### src/rtl/dvi_timing_ctrl.sv
// dvi_timing_ctrl: raster timing sequencer for DVI_out (pixclk domain).
// Generates x/y counters, vde, hSync, vSync and frame_start. It also issues one
// line-fetch request per active line through a req/ack handshake, so the line is
// fetched before it is displayed. All outputs are registered and mutually aligned.
// Optional macro DVI_LINE_DOUBLE_EN: only even target lines are fetched, and
// line_num = target >> 1 (2x vertical line doubling).
// Ports: pixclk, reset (sync, active-high), enable, line_ack (in);
//        vde, hSync, vSync, x, y, frame_start, line_req, line_num, underrun (out).
module dvi_timing_ctrl #(
    parameter int unsigned H_ACTIVE = 640,
    parameter int unsigned H_FP     = 16,
    parameter int unsigned H_SYNC   = 96,
    parameter int unsigned H_BP     = 48,
    parameter int unsigned V_ACTIVE = 480,
    parameter int unsigned V_FP     = 10,
    parameter int unsigned V_SYNC   = 2,
    parameter int unsigned V_BP     = 33,
    parameter bit          HS_POL   = 1'b0,
    parameter bit          VS_POL   = 1'b0
) (
    input  logic        pixclk,
    input  logic        reset,
    input  logic        enable,
    output logic        vde,
    output logic        hSync,
    output logic        vSync,
    output logic [11:0] x,
    output logic [11:0] y,
    output logic        frame_start,
    output logic        line_req,
    output logic [11:0] line_num,
    input  logic        line_ack,
    output logic        underrun
);

    localparam int unsigned CW      = 12;
    localparam int unsigned H_TOTAL = H_ACTIVE + H_FP + H_SYNC + H_BP;
    localparam int unsigned V_TOTAL = V_ACTIVE + V_FP + V_SYNC + V_BP;

    typedef enum logic {S_IDLE, S_REQ} state_t;

    state_t          state, state_nx;
    logic            running;          // outputs currently show a live raster position
    logic [CW-1:0]   nx, ny;           // position the outputs will show after this edge
    logic [CW-1:0]   ty;               // line following ny
    logic [CW-1:0]   tgt, tgt_nx;      // line the pending request is for
    logic [CW-1:0]   lnum, lnum_nx;
    logic            want;
    logic            urun_nx;
    logic            vde_nx, hs_on, vs_on, fs_nx;

    // Next raster position; the first live edge shows (0,0) rather than advancing.
    always_comb begin
        nx = '0;
        ny = '0;
        if (enable && running) begin
            if (x == CW'(H_TOTAL - 1)) begin
                nx = '0;
                ny = (y == CW'(V_TOTAL - 1)) ? '0 : y + CW'(1);
            end else begin
                nx = x + CW'(1);
                ny = y;
            end
        end
        ty = (ny == CW'(V_TOTAL - 1)) ? '0 : ny + CW'(1);
    end

    // Target-line qualification and line_num mapping.
    always_comb begin
`ifdef DVI_LINE_DOUBLE_EN
        want = (ty < CW'(V_ACTIVE)) && !ty[0];
        lnum = ty >> 1;
`else
        want = (ty < CW'(V_ACTIVE));
        lnum = ty;
`endif
    end

    // Fetch FSM next state; underrun is checked before a new request can start.
    always_comb begin
        state_nx = state;
        tgt_nx   = tgt;
        lnum_nx  = line_num;
        urun_nx  = 1'b0;
        if (!enable) begin
            state_nx = S_IDLE;
        end else begin
            case (state)
                S_IDLE: begin
                    if (nx == CW'(H_ACTIVE) && want) begin
                        state_nx = S_REQ;
                        tgt_nx   = ty;
                        lnum_nx  = lnum;
                    end
                end
                S_REQ: begin
                    if (line_ack) begin
                        state_nx = S_IDLE;
                    end else if (nx == '0 && ny == tgt) begin
                        state_nx = S_IDLE;
                        urun_nx  = 1'b1;
                    end
                end
                default: state_nx = S_IDLE;
            endcase
        end
    end

    // Raster decode of the next position.
    always_comb begin
        vde_nx = enable && (nx < CW'(H_ACTIVE)) && (ny < CW'(V_ACTIVE));
        hs_on  = enable && (nx >= CW'(H_ACTIVE + H_FP)) && (nx < CW'(H_ACTIVE + H_FP + H_SYNC));
        vs_on  = enable && (ny >= CW'(V_ACTIVE + V_FP)) && (ny < CW'(V_ACTIVE + V_FP + V_SYNC));
        fs_nx  = enable && (nx == '0) && (ny == '0);
    end

    always_ff @(posedge pixclk) begin
        if (reset) begin
            state       <= S_IDLE;
            running     <= 1'b0;
            x           <= '0;
            y           <= '0;
            vde         <= 1'b0;
            hSync       <= ~HS_POL;
            vSync       <= ~VS_POL;
            frame_start <= 1'b0;
            line_req    <= 1'b0;
            line_num    <= '0;
            tgt         <= '0;
            underrun    <= 1'b0;
        end else begin
            state       <= state_nx;
            running     <= enable;
            x           <= nx;
            y           <= ny;
            vde         <= vde_nx;
            hSync       <= hs_on ? HS_POL : ~HS_POL;
            vSync       <= vs_on ? VS_POL : ~VS_POL;
            frame_start <= fs_nx;
            line_req    <= (state_nx == S_REQ);
            line_num    <= lnum_nx;
            tgt         <= tgt_nx;
            underrun    <= urun_nx;
        end
    end

endmodule
### config.mk
export PLATFORM = sky130hd
export DESIGN_NAME = dvi_timing_ctrl
export DESIGN_NICKNAME = d
export VERILOG_FILES = /design/src/rtl/dvi_timing_ctrl.sv
export SDC_FILE = /design/constraint.sdc
export NUM_CORES = 1
export LEC_CHECK = 0
export ABC_AREA = 1
export BUFFER_PORTS_ARGS = -buffer_cell sky130_fd_sc_hd__buf_4
export CAP_MARGIN = 40
export CORE_ASPECT_RATIO = 1.25
export CORE_MARGIN = 10
export CORE_UTILIZATION = 58
export CTS_CLUSTER_SIZE = 40
export DETAILED_ROUTE_END_ITERATION = 16
export HOLD_SLACK_MARGIN = 0.08
export MAX_ROUTING_LAYER = met4
export PLACE_DENSITY = 0.82
export SYNTH_ARGS = -nofsm -noshare
export SYNTH_HDL_FRONTEND = slang
export SYNTH_SLANG_ARGS = --single-unit
### constraint.sdc
create_clock -name pixclk -period 3.2 [get_ports pixclk]
set_input_delay 0.64 -clock pixclk [delete_from_list [all_inputs] [get_ports pixclk]]
set_output_delay 0.64 -clock pixclk [all_outputs]
set_load 0.02 [all_outputs]
==> results of run 1 <==
[worst max-delay path by stage]
stage	cells past startpoint	end	start	slack, ns
2_1_floorplan	20	tgt[7]	x[0]	0.33
3_3_place_gp	19	tgt[8]	x[0]	0.31
3_5_place_dp	19	tgt[7]	x[0]	0.21
4_1_cts	18	tgt[1]	x[0]	0.17
5_1_grt	19	tgt[5]	x[0]	0.02
6_report	17	tgt[7]	x[0]	0.30
[timing repair]
action	CTS	global route
setup buffers	0	4
resized for setup	0	11
endpoints found under the setup margin	0	13
[cells by family after synthesis]
logic type | Yosys count | share of synthesized area (%)
xor gates and xnor gates | 18 | 5.11
AOI/OAI and AO/OA | 16 | 3.25
and+or+nand+nor | 338 | 52.4
DFF | 43 | 27.9
buffers and inverters | 73 | 9.29
adders and majority gates | 5 | 2.03
[power groups by stage]
stage	combinational (mW)	sequential [mW]	clock, mW
final	0.0340	0.538	0.351
after global placement	0.0331	0.550	0
after detailed placement	0.0338	0.550	0
after floorplan	0.0201	0.553	0
after CTS	0.0339	0.538	0.354
after global routing	0.0374	0.538	0.373
[layout make-up]
cell class / instances / area share [%]
flip-flops and latches: 43 / 23.7
clock inverters: 2 / 0.342
repair buffers: 53 / 10.9
clock buffers: 6 / 1.99
inverters: 65 / 6.68
multi-input cells: 378 / 54.3
well taps: 62 / 2.12
[through the flow]
step	worst slack, ns	instance area [µm²]	util (%)	hold slack (ns)
finish	0.299	3650	71.4	0.462
floorplan	0.327	3080	-	0.515
CTS	0.171	3570	69.8	0.496
global placement	0.312	3490	68.1	0.480
detailed placement	0.212	3490	68.1	0.484
global route	0.0183	3650	71.4	0.489
[synthesized netlist by cell type (4+ instances only)]
master | number | area [µm²]
buf_2 | 4 | 20.0
dfxtp_1 | 43 | 861
ha_1 | 5 | 62.6
inv_1 | 49 | 184
inv_2 | 15 | 56.3
nand2_1 | 134 | 503
nand2_2 | 8 | 50.1
nand3_1 | 38 | 190
nand3_2 | 10 | 100
nand4_1 | 14 | 87.6
nor2_1 | 92 | 345
nor2_2 | 8 | 50.1
nor2_4 | 9 | 101
nor3_1 | 15 | 75.1
o21ai_0 | 6 | 30.0
xor2_1 | 17 | 149
[routing by layer]
layer | vias up | global-route usage [%] | share of wire (%) | routed length, µm
met5 | - | - | 0 | 0
met1 | 1489 | 22.0 | 41 | 3530
met2 | 123 | 34.2 | 50 | 4260
met4 | 0 | 9.77 | 3.3 | 286
met3 | 24 | 3.37 | 5.6 | 478
li1 | 1655 | - | - | -
[cells in the final DEF, fill, tap and decap left out, drive strengths merged]
cell      instances
nand2           144
nor2            109
inv              64
buf              53
nand3            51
dfxtp            43
xor2             17
nor3             15
nand4            14
o21ai             8
clkbuf            6
ha                5
a21oi             4
nand3b            3
clkinv            2
or2               1
nor2b             1
o211ai            1
a2111oi           1
a31oi             1
or4               1
o22ai             1
xnor2             1
clkinvlp          1
[flip-flops by register name, indices dropped and copies added (netlist names)]
name	cells
state	1
y	12
vde	1
x	12
underrun	1
hSync	1
frame_start	1
tgt	12
vSync	1
running	1
==> results.py, run 1 <==
metrics = {
    "clocking": {
        "htreeDepth": 2,
        "cts.path.max_buffers": 2,
        "clk_latency_ns": 0.30,
        "cts_made_buffers": 5,
        "clk_pin_slew_worst_paths_ns": 0.09,
        "clkSinkCount": 43,
        "cts_hold_buf": 0,
        "cts_tree": "yes",
        "cts-root-buf": "clkbuf_8",
    },
    "logic_synthesis": {
        "synth-edff-count": 0,
        "async_flop_share_pct": 0,
        "yosys_warnings": 0,
        "netlist_area_mm2": 0.00308,
        "syn_nets": 502,
        "syn_area_per_cell_um2": 6.25,
        "ys_seq_area_share_pct": 27.9,
        "synth-seq-cells": 43,
        "synthDistinctLibCells": 34,
        "synth_flop_cell": "dfxtp_1",
        "synth_cells": 493,
    },
    "worst_setup_path": {
        "worstPathArrival_ns": 3.09,
        "r2r_end": "tgt[7]",
        "cp_num_buf_inv": 1,
        "crit_path_max_fanout": 8,
        "r2r_slack_ns": 0.30,
        "crit_type": "flip-flop to flip-flop",
        "worstReg2RegStart": "x[0]",
        "crit_chain": "ha_1 -> nand2_2 -> nor2_4 -> buf_4 -> nand2_1 -> nor2_4 -> nand2_1 -> nand3_1 -> nand2_1 -> nor2_1 -> nand2_1 -> nand2_1 -> nor2_1 -> nor2_4 -> nand3_4 -> nor2_1 -> nor2_2",
        "path_delay_family": "simple AND/OR/NAND/NOR gates",
        "endpoint_kind": "flip-flop",
        "worstSetupStartpointType": "flip-flop",
        "cpMostUsedCell": "nand2_1",
        "worst-r2r-cell-count": 17,
        "worstPathRequired_ns": 3.39,
        "crit_slowest_cell": "dfxtp_2",
        "critPathMaxStageDelay_ns": 0.37,
    },
    "grt": {
        "grt_usage_pct": 20.0,
        "grt_pass1_vias": 3132,
        "antenna_found_initial": 0,
        "overflow": 0,
        "grt_max_degree": 28,
        "grt_pass1_wl_mm": 14.1,
    },
    "power": {
        "pwr-share-comb_pct": 3.7,
        "intPower_mw": 0.700,
        "ir_drop_uv": 212,
        "pwr-share-seq_pct": 58.3,
        "power.density_mw_per_mm2": 253,
        "p_sw_mw": 0.223,
        "p_sw_share_pct": 24.2,
        "p_total_mw": 0.923,
        "clock_power_share_pct": 38.0,
        "p_leak_nw": 1.77,
    },
    "status": {
        "status": "complete, no violations",
    },
    "place": {
        "placement.io_buffers": 45,
        "post-dp-hpwl_mm": 6.70,
        "place_inst": 596,
        "place_congestion": 0.924,
    },
    "layout": {
        "multiInputGateArea_mm2": 0.00199,
        "antennaDiodeCount": 0,
        "regArea_um2": 865,
        "drive_gt1_share_pct": 22.9,
        "syn_to_final_growth_pct": 18.5,
        "num-fill-cells": 450,
        "final_nets": 555,
        "final_cells": 609,
    },
    "routing": {
        "wl_per_cell_um": 14.0,
        "vias_per_cell": 5.40,
        "dr_total_vias": 3291,
        "drt_iter0_drc": 252,
        "final_antenna_net_count": 0,
        "routed_wirelength_mm": 8.55,
        "drt_first_pass_iters": 5,
        "route.detailed.drc": 0,
    },
    "hold_path": {
        "hold-path-cell-count": 1,
        "min_to": "x[0]",
        "min_path_type": "flip-flop to flip-flop",
        "min_from": "x[0]",
    },
    "die": {
        "start_util_pct": 60.3,
        "placeableCoreArea_mm2": 0.00512,
        "rows": 29,
        "die_x_um": 85.2,
        "dieArea_mm2": 0.00865,
        "die_y_um": 102,
        "num_io_pins": 46,
    },
    "timing": {
        "tns_ns": 0,
        "rsz0062_at_grt": "false",
        "setup_viol": 0,
        "max_freq_mhz": 345,
        "max_slew_margin_pct": 71.8,
        "drv_slew": 0,
        "clock-skew-final_ns": 0.00914,
        "hold_violations": 0,
        "fin_crit_sh_pct": 90.7,
        "fin_crit_ns": 2.90,
        "worstMarginPinSlew_ns": 0.413,
    },
    "run": {
        "maxCapViolCount": 0,
    },
}
Power figures use the tool's default switching activity.
==> run 2, diff against run 1 <==
Clock period 3.2 ns to 3.3 ns, I/O delays scaled along.
==> run 2 against run 1 <==
- combinational power fell by 4%
- first-iteration DRC count is 9.1% lower
- maximum frequency down 3.7%
- final cell count is 0.82% lower
==> results.py, run 2 (same netlist as run 1, synthesis figures left out) <==
metrics = {
    "status": {
        "status": "complete, no violations",
    },
    "die": {
        "start_util_pct": 60.3,
        "die_y_um": 102,
        "die_x_um": 85.2,
        "dieArea_mm2": 0.00865,
        "placeableCoreArea_mm2": 0.00512,
        "rows": 29,
        "num_io_pins": 46,
    },
    "clocking": {
        "clk_pin_slew_worst_paths_ns": 0.09,
        "cts.path.max_buffers": 2,
        "clkSinkCount": 43,
        "cts-root-buf": "clkbuf_8",
        "cts_made_buffers": 5,
        "clk_latency_ns": 0.30,
        "cts_tree": "yes",
        "htreeDepth": 2,
    },
    "worst_setup_path": {
        "cpMostUsedCell": "nand2_1",
        "worstPathRequired_ns": 3.50,
        "crit_slowest_cell": "dfxtp_1",
        "crit_path_max_fanout": 16,
        "crit_chain": "ha_1 -> nand2_2 -> nor2_4 -> nand3_2 -> nor2_2 -> nand2_1 -> nand2_1 -> ha_1 -> nand4_1 -> nor3_1 -> nand3_1 -> nand2_1 -> nand2_2 -> nor2_4 -> nand3_4 -> nor2_1 -> nor2_2",
        "crit_type": "flip-flop to flip-flop",
        "endpoint_kind": "flip-flop",
        "worstPathArrival_ns": 3.21,
        "critPathMaxStageDelay_ns": 0.41,
        "cp_num_buf_inv": 0,
        "worstSetupStartpointType": "flip-flop",
        "path_delay_family": "simple AND/OR/NAND/NOR gates",
    },
    "layout": {
        "antennaDiodeCount": 0,
        "final_nets": 550,
        "final_core_util_pct": 70.3,
        "syn_to_final_growth_pct": 16.7,
        "final_cell_mix": "nand2_1 (134), nor2_1 (91), inv_1 (49), buf_4 (49), dfxtp_1 (43)",
        "final_common_cell": "nand2_1",
        "num-fill-cells": 466,
        "reg_top3": "tgt: 12 flops, x: 12 flops, y: 12 flops",
        "drive_gt1_share_pct": 21.2,
    },
    "grt": {
        "antenna_found_initial": 0,
        "grt_usage_pct": 19.4,
        "grt_pass1_wl_mm": 13.7,
        "grt_max_degree": 28,
        "overflow": 0,
        "grt_pass1_vias": 3024,
    },
    "place": {
        "place_congestion": 0.938,
        "preCtsSetupSlack_ns": 0.293,
        "placement.io_buffers": 45,
        "post-dp-hpwl_mm": 6.54,
    },
    "timing": {
        "setup_viol": 0,
        "clock-skew-final_ns": 0.00688,
        "worstMarginPinSlew_ns": 0.452,
        "max_freq_mhz": 332,
        "drv_slew": 0,
        "hold_violations": 0,
        "tns_ns": 0,
        "max_slew_margin_pct": 69.1,
        "fin_crit_ns": 3.01,
        "whs_ns": 0.500,
        "setup_slack_ns": 0.288,
        "fin_crit_sh_pct": 91.3,
    },
    "routing": {
        "wl_per_cell_um": 13.7,
        "drt_iter0_drc": 229,
        "routed_wirelength_mm": 8.28,
        "drt_first_pass_iters": 5,
        "route.detailed.drc": 0,
        "final_antenna_net_count": 0,
        "vias_per_cell": 5.33,
        "dr_total_vias": 3222,
    },
    "hold_path": {
        "min_path_type": "flip-flop to flip-flop",
    },
    "power": {
        "p_leak_nw": 1.76,
        "ir_drop_uv": 200,
        "power.density_mw_per_mm2": 261,
        "p_total_mw": 0.939,
    },
    "run": {
        "maxCapViolCount": 0,
    },
}
==> run 2: worst reg2reg max path, delay by kind of cell, from the launching register on <==
kind | cells | cell delay (ns)
and+or+nand+nor | 15 | 2.06
adders and majority gates | 2 | 0.44
DFF | 1 | 0.41
==> run 2: path summary, 6_finish.rpt <==
path / to / startpoint / depth (start not counted) / slack (ns)
hold / removal: tgt[11] / tgt[11] / 2 / 0.50
setup reg to reg: tgt[7] / x[0] / 17 / 0.29
setup / recovery: tgt[7] / x[0] / 17 / 0.29
hold reg to reg: tgt[11] / tgt[11] / 2 / 0.50
==> run 2: report_power, final <==
part | internal (mW) | switching (mW)
clock | 0.191 | 0.194
combinational | 0.00942 | 0.0232
sequential | 0.521 | 0.000895
total | 0.721 | 0.218
==> run 2: area by class of cell <==
cell class	count	area, µm²	share of cell area (%)
clock inverters	1	7.51	0.209
repair buffers	49	368	10.2
inverters	65	244	6.78
clock buffers	7	96.3	2.68
well taps	62	77.6	2.16
flip-flops and latches	43	861	23.9
multi-input cells	377	1940	54.0
==> run 2: repair_timing <==
| action | 4_1_cts | 5_1_grt |
|---|---|---|
| buffers inserted | 0 | 0 |
| endpoints found under the setup margin | 0 | 9 |
| resized for setup | 0 | 2 |
| hold buffers | 0 | 0 |
==> run 2: per-layer routing <==
metal	GRT usage [%]	share of wire [%]
met1	21.5	43
met2	34.2	50
met3	3.05	4.5
met4	7.23	2.2
met5	-	0
==> run 2: per-stage QoR <==
stage          instances  area (µm²)
2_1_floorplan        493        3080
3_3_place_gp         596        3490
3_5_place_dp         596        3490
4_1_cts              604        3590
5_1_grt              604        3600
6_report             604        3600
